==> src/rtl/pipeline_controller_pkg.sv <==
// Shared types for the pipeline stall/flush sequencer: FSM state encoding
// and the bundle of per-register stall/flush controls.
package pipeline_controller_pkg;

  typedef enum logic [1:0] {
    CTRL_RUN      = 2'd0,
    CTRL_MEM_WAIT = 2'd1,
    CTRL_ERROR    = 2'd2
  } ctrl_state_e;

  typedef struct packed {
    logic pc_stall;
    logic if_stall;
    logic if_flush;
    logic id_stall;
    logic id_flush;
    logic ex_stall;
    logic mem_stall;
  } ctrl_t;

  localparam ctrl_t CTRL_NONE = '0;

  localparam ctrl_t CTRL_STALL_ALL = '{
    pc_stall: 1'b1, if_stall: 1'b1, if_flush: 1'b0, id_stall: 1'b1,
    id_flush: 1'b0, ex_stall: 1'b1, mem_stall: 1'b1
  };

  // Wrong-path fetch and decode are squashed; nothing is held.
  localparam ctrl_t CTRL_REDIRECT = '{
    pc_stall: 1'b0, if_stall: 1'b0, if_flush: 1'b1, id_stall: 1'b0,
    id_flush: 1'b1, ex_stall: 1'b0, mem_stall: 1'b0
  };

  // Hold fetch/decode one cycle and push a bubble into EX.
  localparam ctrl_t CTRL_LOAD_USE = '{
    pc_stall: 1'b1, if_stall: 1'b1, if_flush: 1'b0, id_stall: 1'b0,
    id_flush: 1'b1, ex_stall: 1'b0, mem_stall: 1'b0
  };

endpackage

==> src/rtl/pipeline_controller_if.sv <==
// Hazard inputs from the datapath and stall/flush/status outputs of the
// pipeline controller. The controller side uses the master modport.
interface pipeline_controller_if #(parameter int CNT_W = 32);

  logic [4:0]       id_rs1_i;
  logic [4:0]       id_rs2_i;
  logic [4:0]       ex_rd_i;
  logic             ex_read_mem_i;
  logic             ex_branch_taken_i;
  logic             dmem_req_i;
  logic             dmem_ready_i;

  logic             pc_stall_o;
  logic             if_stall_o;
  logic             if_flush_o;
  logic             id_stall_o;
  logic             id_flush_o;
  logic             ex_stall_o;
  logic             mem_stall_o;
  logic             error_o;
  logic [CNT_W-1:0] stall_cycles_o;
  logic [CNT_W-1:0] flush_count_o;

  modport master (
    input  id_rs1_i, id_rs2_i, ex_rd_i, ex_read_mem_i, ex_branch_taken_i,
           dmem_req_i, dmem_ready_i,
    output pc_stall_o, if_stall_o, if_flush_o, id_stall_o, id_flush_o,
           ex_stall_o, mem_stall_o, error_o, stall_cycles_o, flush_count_o
  );

  modport slave (
    output id_rs1_i, id_rs2_i, ex_rd_i, ex_read_mem_i, ex_branch_taken_i,
           dmem_req_i, dmem_ready_i,
    input  pc_stall_o, if_stall_o, if_flush_o, id_stall_o, id_flush_o,
           ex_stall_o, mem_stall_o, error_o, stall_cycles_o, flush_count_o
  );

endinterface

==> src/rtl/pipeline_controller_hazard_detect.sv <==
// Combinational load-use detector: a load in EX whose destination is read by
// the instruction in ID. Register x0 is hardwired and never creates a hazard.
module hazard_detect (
  input  logic [4:0] rs1,
  input  logic [4:0] rs2,
  input  logic [4:0] rd,
  input  logic       read_mem,
  output logic       load_use
);

  assign load_use = read_mem && (rd != 5'd0) && ((rd == rs1) || (rd == rs2));

endmodule

==> src/rtl/pipeline_controller.sv <==
// Stall/flush sequencer for the 5-stage pipeline: memory wait beats branch
// redirect beats load-use, with a memory-wait watchdog and perf counters.
module pipeline_controller
  import pipeline_controller_pkg::*;
#(
  parameter int MEM_TIMEOUT = 256,
  parameter int CNT_W       = 32
) (
  input  logic                    clk,
  input  logic                    reset,
  pipeline_controller_if.master   bus
);

  localparam int WD_W = $clog2(MEM_TIMEOUT + 1);

  ctrl_state_e      state, next_state;
  logic [WD_W-1:0]  watchdog, next_watchdog;
  logic [CNT_W-1:0] stall_cycles, flush_count;
  ctrl_t            ctrl;
  logic             redirect;
  logic             error;
  logic             load_use;
  logic             mem_wait;

  hazard_detect u_hazard_detect (
    .rs1      (bus.id_rs1_i),
    .rs2      (bus.id_rs2_i),
    .rd       (bus.ex_rd_i),
    .read_mem (bus.ex_read_mem_i),
    .load_use (load_use)
  );

  assign mem_wait = bus.dmem_req_i && !bus.dmem_ready_i;

  // Controls are zero-latency from state and inputs, and forced off in reset.
  always_comb begin
    next_state    = state;
    next_watchdog = watchdog;
    ctrl          = CTRL_NONE;
    redirect      = 1'b0;
    error         = 1'b0;
    if (!reset) begin
      case (state)
        CTRL_RUN: begin
          if (mem_wait) begin
            ctrl          = CTRL_STALL_ALL;
            next_state    = CTRL_MEM_WAIT;
            next_watchdog = WD_W'(1);
          end else if (bus.ex_branch_taken_i) begin
            ctrl     = CTRL_REDIRECT;
            redirect = 1'b1;
          end else if (load_use) begin
            ctrl = CTRL_LOAD_USE;
          end
        end
        CTRL_MEM_WAIT: begin
          // EX is frozen here, so a held branch is acted on only back in RUN.
          if (bus.dmem_ready_i) begin
            next_state    = CTRL_RUN;
            next_watchdog = '0;
          end else begin
            ctrl          = CTRL_STALL_ALL;
            next_watchdog = watchdog + WD_W'(1);
            if (watchdog == WD_W'(MEM_TIMEOUT - 1)) begin
              next_state = CTRL_ERROR;
            end
          end
        end
        CTRL_ERROR: begin
          ctrl  = CTRL_STALL_ALL;
          error = 1'b1;
        end
        default: begin
          ctrl       = CTRL_STALL_ALL;
          next_state = CTRL_ERROR;
        end
      endcase
    end
  end

  always_ff @(posedge clk) begin
    if (reset) begin
      state        <= CTRL_RUN;
      watchdog     <= '0;
      stall_cycles <= '0;
      flush_count  <= '0;
    end else begin
      state    <= next_state;
      watchdog <= next_watchdog;
      if (ctrl.pc_stall) begin
        stall_cycles <= stall_cycles + CNT_W'(1);
      end
      if (redirect) begin
        flush_count <= flush_count + CNT_W'(1);
      end
    end
  end

  assign bus.pc_stall_o     = ctrl.pc_stall;
  assign bus.if_stall_o     = ctrl.if_stall;
  assign bus.if_flush_o     = ctrl.if_flush;
  assign bus.id_stall_o     = ctrl.id_stall;
  assign bus.id_flush_o     = ctrl.id_flush;
  assign bus.ex_stall_o     = ctrl.ex_stall;
  assign bus.mem_stall_o    = ctrl.mem_stall;
  assign bus.error_o        = error;
  assign bus.stall_cycles_o = stall_cycles;
  assign bus.flush_count_o  = flush_count;

endmodule

==> src/flat_wrapper.sv <==
// flat-port wrapper written by rule: the top's interface ports become plain ports
module pipeline_controller_flat import pipeline_controller_pkg::*;
#(
  parameter int MEM_TIMEOUT = 256,
  parameter int CNT_W       = 32
)
  (clk, reset, bus_id_rs1_i, bus_id_rs2_i, bus_ex_rd_i, bus_ex_read_mem_i, bus_ex_branch_taken_i, bus_dmem_req_i, bus_dmem_ready_i, bus_pc_stall_o, bus_if_stall_o, bus_if_flush_o, bus_id_stall_o, bus_id_flush_o, bus_ex_stall_o, bus_mem_stall_o, bus_error_o, bus_stall_cycles_o, bus_flush_count_o);
  pipeline_controller_if #(.CNT_W(CNT_W)) bus_i ();
  input  logic clk;
  input  logic reset;
  input wire logic [$bits(bus_i.id_rs1_i)-1:0] bus_id_rs1_i;
  input wire logic [$bits(bus_i.id_rs2_i)-1:0] bus_id_rs2_i;
  input wire logic [$bits(bus_i.ex_rd_i)-1:0] bus_ex_rd_i;
  input wire logic [$bits(bus_i.ex_read_mem_i)-1:0] bus_ex_read_mem_i;
  input wire logic [$bits(bus_i.ex_branch_taken_i)-1:0] bus_ex_branch_taken_i;
  input wire logic [$bits(bus_i.dmem_req_i)-1:0] bus_dmem_req_i;
  input wire logic [$bits(bus_i.dmem_ready_i)-1:0] bus_dmem_ready_i;
  output wire logic [$bits(bus_i.pc_stall_o)-1:0] bus_pc_stall_o;
  output wire logic [$bits(bus_i.if_stall_o)-1:0] bus_if_stall_o;
  output wire logic [$bits(bus_i.if_flush_o)-1:0] bus_if_flush_o;
  output wire logic [$bits(bus_i.id_stall_o)-1:0] bus_id_stall_o;
  output wire logic [$bits(bus_i.id_flush_o)-1:0] bus_id_flush_o;
  output wire logic [$bits(bus_i.ex_stall_o)-1:0] bus_ex_stall_o;
  output wire logic [$bits(bus_i.mem_stall_o)-1:0] bus_mem_stall_o;
  output wire logic [$bits(bus_i.error_o)-1:0] bus_error_o;
  output wire logic [$bits(bus_i.stall_cycles_o)-1:0] bus_stall_cycles_o;
  output wire logic [$bits(bus_i.flush_count_o)-1:0] bus_flush_count_o;
  assign bus_i.id_rs1_i = bus_id_rs1_i;
  assign bus_i.id_rs2_i = bus_id_rs2_i;
  assign bus_i.ex_rd_i = bus_ex_rd_i;
  assign bus_i.ex_read_mem_i = bus_ex_read_mem_i;
  assign bus_i.ex_branch_taken_i = bus_ex_branch_taken_i;
  assign bus_i.dmem_req_i = bus_dmem_req_i;
  assign bus_i.dmem_ready_i = bus_dmem_ready_i;
  assign bus_pc_stall_o = bus_i.pc_stall_o;
  assign bus_if_stall_o = bus_i.if_stall_o;
  assign bus_if_flush_o = bus_i.if_flush_o;
  assign bus_id_stall_o = bus_i.id_stall_o;
  assign bus_id_flush_o = bus_i.id_flush_o;
  assign bus_ex_stall_o = bus_i.ex_stall_o;
  assign bus_mem_stall_o = bus_i.mem_stall_o;
  assign bus_error_o = bus_i.error_o;
  assign bus_stall_cycles_o = bus_i.stall_cycles_o;
  assign bus_flush_count_o = bus_i.flush_count_o;
  pipeline_controller #(.MEM_TIMEOUT(MEM_TIMEOUT), .CNT_W(CNT_W)) u_core (.clk(clk), .reset(reset), .bus(bus_i));
endmodule
==> config.mk <==
export PLATFORM = sky130hd
export DESIGN_NAME = pipeline_controller_flat
export DESIGN_NICKNAME = d
export VERILOG_FILES = /design/src/rtl/pipeline_controller_pkg.sv /design/src/rtl/pipeline_controller_if.sv /design/src/rtl/pipeline_controller_hazard_detect.sv /design/src/rtl/pipeline_controller.sv /design/src/flat_wrapper.sv
export SDC_FILE = /design/constraint.sdc
export NUM_CORES = 1
export LEC_CHECK = 0
export ABC_CLOCK_PERIOD_IN_PS = 5360
export BUFFER_PORTS_ARGS = -buffer_cell sky130_fd_sc_hd__buf_2
export CAP_MARGIN = 25
export CORE_ASPECT_RATIO = 0.75
export CORE_MARGIN = 2
export CORE_UTILIZATION = 57
export CTS_CLUSTER_DIAMETER = 50
export DETAILED_ROUTE_END_ITERATION = 12
export GPL_ROUTABILITY_DRIVEN = 0
export MAX_ROUTING_LAYER = met4
export PLACE_DENSITY = 0.85
export SYNTH_ARGS = -nofsm -noshare
export SYNTH_HDL_FRONTEND = slang
export SYNTH_SLANG_ARGS = --single-unit
==> constraint.sdc <==
create_clock -name clk -period 5.36 [get_ports clk]
set_clock_uncertainty 0.05 [all_clocks]
set_input_delay 0.804 -clock clk [delete_from_list [all_inputs] [get_ports clk]]
set_output_delay 0.804 -clock clk [all_outputs]
set_load 0.005 [all_outputs]
-- Word level (Yosys, flattened, before mapping)
Cells that the tools add are included.
- input port bits: 21
- word-level logic and storage cells: 44
- register bits: 75
- output and inout port bits: 72
- muxes and demuxes: 19
- reduce and logical (&&, ||, !) cells: 10
- add/subtract/negate cells: 3
- bitwise logic cells: 1
- equal/unequal tests: 7
- operators with widths (kind ; number):
    $add A32 B1 Y32 const B ; 2
    $mux W7 ; 5
    $mux W9 ; 2
    $pmux W9 S2 ; 1
    $pmux W7 S2 ; 1
    $eq A5 B5 Y1 ; 2
    $add A9 B1 Y9 const B ; 1
    $eq A9 B8 Y1 const B ; 1
    $mux W1 ; 6
    $mux W2 ; 3
    $pmux W2 S3 ; 1
    $reduce_bool A5 Y1 ; 1
    $logic_and A1 B1 Y1 ; 3
    $ne A3 B2 Y1 const B ; 1
    $reduce_and A3 Y1 ; 1
    $eq A2 B1 Y1 const B ; 1
    $eq A2 B2 Y1 const B ; 1
    $logic_not A2 Y1 ; 1
    $ne A2 B1 Y1 const B ; 1
    $reduce_and A2 Y1 ; 1
    $reduce_bool A2 Y1 ; 1
    $logic_not A1 Y1 ; 1
    $logic_or A1 B1 Y1 ; 1
    $not A1 Y1 ; 1

-- Longest topological paths before layout
Gate-level depths: netlist of run 1.
- depth after elaboration: 8
- gate-level depth with buffers: 9
- gate-level depth less buffers: 7

-- Cells and area by module
From an unflattened synthesis of run 1, not the netlist that was laid out.
- cells, all modules: 436
- area, all modules: 3696.0 um2
- by module, submodules not included (module ; sequential area each (um2) ; area an instance (um2) ; instances ; cells each):
    pipeline_controller ; 1501.4 ; 3570.9 ; 1 ; 419
    hazard_detect ; 0.0 ; 125.1 ; 1 ; 17

-- Worst setup path before layout of run 1
OpenSTA, ideal clock, no wires.
- path kind: input to output
- start point: in bus_ex_rd_i[0]
- end point: out bus_pc_stall_o
- required time: 4.506 ns
- path slack: 2.202 ns
- buffers on the path: 3
- stages on the path: 8
- arrival: 2.304 ns
- path through: or4_1 > o21ai_1 > or4_1 > o21a_2 > buf_2 > buf_2 > nor2_1 > buf_4
- cells in the longest elaborated chain, start to end: 8
- elaborated cells between the ends (all ways): 11
- those cells by class: eq/ne (2); mux (5); reduce/logical (4)
- RTL lines (what ; RTL line ; source):
    from (decl) ; flat_wrapper.sv:13 ; input wire logic [$bits(bus_i.ex_rd_i)-1:0] bus_ex_rd_i;
    $eq A5 B5 Y1 or $reduce_bool A5 Y1 (tied branches) ; pipeline_controller_hazard_detect.sv:11 ; assign load_use = read_mem && (rd != 5'd0) && ((rd == rs1) || (rd == rs2));
    $logic_or A1 B1 Y1 or $logic_and A1 B1 Y1 (tied branches) ; pipeline_controller_hazard_detect.sv:11 ;
    $logic_and A1 B1 Y1 * ; pipeline_controller_hazard_detect.sv:11 ;
    $mux W7 * ; pipeline_controller.sv:52 ; end else if (load_use) begin
    $mux W7 * ; pipeline_controller.sv:49 ; end else if (bus.ex_branch_taken_i) begin
    $mux W7 * ; pipeline_controller.sv:45 ; if (mem_wait) begin
    $pmux W7 S2 * ; pipeline_controller.sv:43 ; case (state)
    $mux W7 * ; pipeline_controller.sv:42 ; if (!reset) begin
    to (decl) ; flat_wrapper.sv:18 ; output wire logic [$bits(bus_i.pc_stall_o)-1:0] bus_pc_stall_o;
Every way passes the cells marked *; elsewhere a longest branch is shown, timed or not.

-- Worst setup path after layout of run 1
Same ends and word-level chain as after synthesis.

==> flow_metrics.py, run 1 <==
metrics = {
    "global_routing": {
        "grt_pass1_vias": 3102,
        "gr-total-overflow": 0,
        "track_usage_pct": 23.56,
        "grt_first_pass_wirelength_um": 13380,
        "grt_antenna_before_repair": 0,
        "grt_max_degree": 63,
    },
    "detailed_routing": {
        "ant_nets": 0,
        "dr_wl_met3_um": 420,
        "wl_met1_um": 3858,
        "drt_wl_total_um": 8301,
        "dr_total_vias": 3566,
        "drt_pass1_iterations": 4,
        "dr_wl_met2_um": 3905,
        "viasPerCell": 5.733,
        "drt_iter0_drc": 115,
        "drc_errors": 0,
        "avgRoutedWirePerCell_um": 13.35,
        "top_layer_used": "met4",
    },
    "pwr": {
        "switchingPower_mw": 0.2352,
        "comb_power_share_pct": 6.2,
        "total_power_mw": 0.9784,
        "powerDensity_mw_per_mm2": 227.6,
        "ir_worst_vdd_v": 0.0001190,
        "p_int_mw": 0.7432,
        "pwr-share-clk_pct": 36.0,
        "p_sw_share_pct": 24.04,
        "p_leak_nw": 1.703,
        "power_frac_seq_pct": 57.9,
    },
    "place": {
        "place_ws_ns": 1.949,
        "place.port_buffers": 92,
        "dp.cells": 608,
        "dpl_cell_area_sq_mm": 0.004151,
        "hpwlAfterDp_um": 5978,
    },
    "layout": {
        "fill_cells": 535,
        "antenna_cells": 0,
        "fin_nets": 563,
        "instances_no_fill": 622,
        "utilization_pct": 68.38,
        "final_area_sq_mm": 0.004299,
        "area_growth_pct": 16.20,
        "final_cell_mix": "buf_2, dfxtp_1, nor2_1",
        "drive_gt1_share_pct": 20.89,
        "final_common_cell": "buf_2",
    },
    "clock_network": {
        "cts_buffer_depth": 2,
        "htree_levels": 3,
        "insertion_delay_ns": 0.34,
        "cts-root-buf": "clkbuf_8",
        "cts_sinks": 75,
        "post_cts_buffers": 0,
        "cts_tree": "yes",
        "clk_pin_slew_ns": 0.07,
        "cts_buffers": 9,
        "cts-hold-fix-buffers": 0,
        "cts-resized-gates": 0,
    },
    "die": {
        "die_h_um": 73.77,
        "start_util_pct": 58.85,
        "dieArea_sq_mm": 0.007158,
        "core-area_sq_mm": 0.006287,
        "ios": 93,
        "die_x_um": 97.03,
        "num_rows": 25,
    },
    "sta": {
        "tns_ns": 0,
        "fmax_ghz": 0.2901,
        "setup_viol": 0,
        "finalHoldViolCount": 0,
        "fin_ws_ns": 1.913,
        "worst_pin_slew_ns": 0.8368,
        "relSlewSlack_pct": 44.21,
        "finalMaxSlewViolations": 0,
        "rsz0062_at_grt": "false",
        "holdWs_ns": 0.4437,
        "fin_crit_ns": 3.447,
        "finalCritPeriodShare_pct": 64.30,
    },
    "yosys": {
        "synth_seq_cells": 75,
        "synth_nets": 483,
        "ys_types": 40,
        "synthFlopType": "dfxtp_1",
        "synth.avg_cell_area_sq_um": 8.078,
        "syn-cell-area_sq_mm": 0.003700,
        "synthTopCellsByArea": "dfxtp_1, xor2_1, a21oi_1",
        "synth_largest_area_cell": "dfxtp_1",
        "async_flop_share_pct": 0,
        "synthCells": 458,
        "yosysTopAreaCellShare_pct": 40.58,
        "synth_warnings": 0,
        "synth_edf_count": 0,
        "seq_area_frac_synth_pct": 40.58,
    },
    "status": {
        "status": "finished clean",
    },
    "critical_path": {
        "required_ns": 4.51,
        "criticalPathCategory": "primary input to primary output",
        "setup.worst_path.end_class": "primary output",
        "cp_max_fo": 62,
        "cp.arrival_ns": 2.59,
        "cp-start-kind": "primary input",
    },
    "min_path": {
        "hold_path_class": "flop to flop",
    },
    "flow_run": {
        "drv_cap": 0,
    },
}
-- synthesized netlist by cell type, drive strengths merged (4+ instances only) --
cell type / count
dfxtp: 75
nor2: 53
a21oi: 44
o21ai: 33
or3: 33
nand2: 31
xor2: 27
nand4: 25
nand3: 19
clkbuf: 13
buf: 12
inv: 12
and3: 11
or4: 11
nor3: 10
o31ai: 9
xnor2: 9
and4: 5
and2: 4
ha: 4
-- registers in the layout, summed over array words and instances (netlist names) --
name and cells:
u_core.bus.stall_cycles_o 32, u_core.state 2, u_core.bus.flush_count_o 32, u_core.watchdog 9
-- critical path, stage by stage --
cell	delay, ns
buf_2	0.12
or4_1	0.51
o21ai_1	0.16
or4_1	0.13
o21a_2	0.11
buf_4	0.41
nor2_1	0.13
buf_2	0.18
-- logic make-up (layout without fill, tap and decap cells) --
group	Yosys count	in the layout	synth area share [%]
AND/OR/NAND/NOR	210	210	30.27
AO/OA/AOI/OAI	92	92	13.53
flip-flops	75	75	40.58
buffers and inverters	37	120	4.599
XOR/XNOR	36	36	8.522
adder cells (fa/ha/maj)	4	4	1.353
multiplexers	4	4	1.150
-- power by group through the flow --
stage / Clock, mW / Combinational, mW / Sequential [mW]
after detailed placement: 0 / 0.0598 / 0.579
after floorplan: 0 / 0.0412 / 0.578
after CTS: 0.359 / 0.0605 / 0.566
after global routing: 0.381 / 0.0671 / 0.567
after global placement: 0 / 0.0582 / 0.579
final: 0.352 / 0.0602 / 0.566
-- final cells by class --
| type | instances | area, sq um | area share [%] |
|---|---|---|---|
| inverter | 12 | 45.04 | 1.048 |
| multi-input combinational | 346 | 2028 | 47.18 |
| tap | 81 | 101.3 | 2.357 |
| sequential | 75 | 1501 | 34.92 |
| clock buffer | 10 | 127.6 | 2.969 |
| clock inverter | 4 | 20.02 | 0.4657 |
| timing repair buffer | 94 | 475.5 | 11.06 |
-- worst paths after layout --
path / start / endpoint / slack [ns] / cells after the start
worst max-delay path: bus_ex_rd_i[0] / bus_pc_stall_o / 1.91 / 8
worst min-delay path: u_core.bus.stall_cycles_o[10]$_SDFFE_PP0P_ / u_core.bus.stall_cycles_o[10]$_SDFFE_PP0P_ / 0.44 / 2
worst max register to register: u_core.bus.stall_cycles_o[0]$_SDFFE_PP0P_ / u_core.bus.stall_cycles_o[20]$_SDFFE_PP0P_ / 2.89 / 7
worst min register to register: u_core.bus.stall_cycles_o[10]$_SDFFE_PP0P_ / u_core.bus.stall_cycles_o[10]$_SDFFE_PP0P_ / 0.44 / 2
-- routing by layer --
metal  GRT usage (%)  vias up
met2           39.97       94
li1                -     1798
met5               -        -
met1           27.33     1662
met3           5.994       12
met4           9.077        0
Power figures use the tool's default switching activity.
==> run 2: changes to the inputs <==
Settings changed: ABC_CLOCK_PERIOD_IN_PS 5360 to 3260, CORE_UTILIZATION 57 to 53, PLACE_DENSITY 0.85 to 0.8.
Clock period 5.36 ns to 3.26 ns, I/O delays scaled along.
==> run 2 against run 1 <==
Compared with the run above: combinational power increased by 68%; cell count increased by 0.96%; routed wire length increased by 2.0%; die area increased by 7.2%; power increased by 93%; global-route usage about the same; sequential share of layout area decreased by 0.83 points; hold slack got worse by 0.013 ns; first-iteration DRC count increased by 6.1%; utilization decreased by 3.6 points; critical path depth decreased by 4; via count increased by 0.17%; largest cell class unchanged; highest routed layer unchanged.
==> flow_metrics.py, run 2 (same netlist as run 1, synthesis figures left out) <==
metrics = {
    "global_routing": {
        "track_usage_pct": 23.53,
        "grt_max_degree": 73,
        "gr-total-overflow": 0,
        "grt_pass1_vias": 3145,
        "grt_first_pass_wirelength_um": 14550,
        "grt_antenna_before_repair": 0,
    },
    "critical_path": {
        "cp-endpoint": "bus_if_stall_o",
        "crit_start": "u_core.state[0]$_SDFFE_PP0P_",
        "r2r-start": "u_core.bus.stall_cycles_o[0]$_SDFFE_PP0P_",
        "cp-start-kind": "flop",
        "reg2reg_to": "u_core.bus.stall_cycles_o[30]$_SDFFE_PP0P_",
        "criticalPathCategory": "flop to primary output",
        "required_ns": 2.72,
        "reg2reg_depth": 7,
        "setup.worst_path.end_class": "primary output",
        "reg2reg_slack_ns": 0.87,
        "cp.arrival_ns": 1.91,
        "cp_max_fo": 10,
    },
    "clock_network": {
        "cts_buffers": 9,
        "cts_tree": "yes",
        "cts-hold-fix-buffers": 0,
        "cts-root-buf": "clkbuf_8",
        "cts-resized-gates": 0,
        "clk_pin_slew_ns": 0.08,
        "htree_levels": 3,
        "insertion_delay_ns": 0.34,
        "cts_sinks": 75,
        "post_cts_buffers": 0,
        "cts_buffer_depth": 2,
    },
    "die": {
        "num_rows": 26,
        "start_util_pct": 54.42,
        "die_x_um": 100.5,
        "ios": 93,
        "die_h_um": 76.36,
        "core-area_sq_mm": 0.006799,
        "dieArea_sq_mm": 0.007672,
    },
    "detailed_routing": {
        "drt_wl_total_um": 8469,
        "drc_errors": 0,
        "avgRoutedWirePerCell_um": 13.49,
        "viasPerCell": 5.688,
        "drt_pass1_iterations": 5,
        "ant_nets": 0,
        "drt_iter0_drc": 122,
        "dr_total_vias": 3572,
    },
    "layout": {
        "drive_gt1_share_pct": 21.32,
        "fill_cells": 579,
        "fin_nets": 564,
        "final_cell_mix": "buf_2, dfxtp_1, nor2_1",
        "multi_input_area_sq_mm": 0.002028,
        "antenna_cells": 0,
        "final_common_cell": "buf_2",
        "area_growth_pct": 19.04,
        "utilization_pct": 64.78,
        "seq_area_sq_mm": 0.001501,
    },
    "status": {
        "status": "finished clean",
    },
    "sta": {
        "finalMaxSlewViolations": 0,
        "relSlewSlack_pct": 50.78,
        "worst_pin_slew_ns": 0.7384,
        "tns_ns": 0,
        "rsz0062_at_grt": "false",
        "fin_crit_ns": 2.450,
        "fmax_ghz": 0.4082,
        "setup_viol": 0,
        "finalCritPeriodShare_pct": 75.14,
        "finalHoldViolCount": 0,
    },
    "pwr": {
        "powerDensity_mw_per_mm2": 429.4,
        "ir_worst_vdd_v": 0.0002072,
        "p_leak_nw": 1.749,
    },
    "place": {
        "place.port_buffers": 92,
        "hpwlAfterDp_um": 6092,
    },
    "min_path": {
        "hold_path_class": "flop to flop",
    },
    "flow_run": {
        "drv_cap": 0,
    },
}
==> run 2: where the power goes <==
part	switching, mW	internal, mW	leakage, nW
Combinational	0.0634	0.0379	1.02
Sequential	0.00903	0.922	0.605
Clock	0.331	0.527	0.123
Total	0.404	1.49	1.75
==> run 2: per-stage QoR <==
step | total power, mW | instances | instance area [sq um] | hold slack, ns | worst slack [ns]
global route | 1.956 | 628 | 4404 | 0.4617 | 0.6596
finish | 1.891 | 628 | 4404 | 0.4302 | 0.8103
CTS | 1.907 | 628 | 4404 | 0.4341 | 0.7511
global placement | 1.051 | 612 | 4163 | 0.4112 | 0.7612
floorplan | 1.018 | 458 | 3700 | 0.4087 | 0.7325
detailed placement | 1.054 | 612 | 4163 | 0.4229 | 0.7014
==> run 2: cell type report <==
type                            instances  area share [%]
Clock buffer                           11           3.210
Clock inverter                          5           2.273
Inverter                               12           1.023
Multi-Input combinational cell        346           46.05
Sequential cell                        75           34.09
Tap cell                               84           2.386
Timing Repair Buffer                   95           10.97
==> run 2: worst min-delay path by stage <==
stage / depth (start not counted) / endpoint / slack [ns] / start
6_report: 2 / u_core.bus.stall_cycles_o[31]$_SDFFE_PP0P_ / 0.43 / u_core.bus.stall_cycles_o[31]$_SDFFE_PP0P_
5_1_grt: 4 / u_core.watchdog[0]$_SDFFE_PP0P_ / 0.46 / bus_dmem_ready_i
4_1_cts: 2 / u_core.bus.stall_cycles_o[31]$_SDFFE_PP0P_ / 0.43 / u_core.bus.stall_cycles_o[31]$_SDFFE_PP0P_
3_5_place_dp: 2 / u_core.bus.stall_cycles_o[31]$_SDFFE_PP0P_ / 0.42 / u_core.bus.stall_cycles_o[31]$_SDFFE_PP0P_
3_3_place_gp: 2 / u_core.bus.stall_cycles_o[31]$_SDFFE_PP0P_ / 0.41 / u_core.bus.stall_cycles_o[31]$_SDFFE_PP0P_
2_1_floorplan: 2 / u_core.watchdog[7]$_SDFFE_PP0P_ / 0.41 / u_core.watchdog[7]$_SDFFE_PP0P_
==> run 2: per-layer routing <==
metal  share of wire, %  vias to the layer above  routed length [um]  GRT usage [%]
met5                  0                        -                   0              -
li1                   -                     1812                   -              -
met1                 47                     1663                4009          30.96
met2                 47                       91                3962          37.45
met4               0.80                        0                  68          4.932
met3                5.1                        6                 428          5.138
==> run 2: worst max-delay path, cell delays in order (launching register included) <==
cell	delay, ns
dfxtp_1	0.42
or4_1	0.55
o21a_2	0.22
nor2_1	0.21
buf_2	0.18
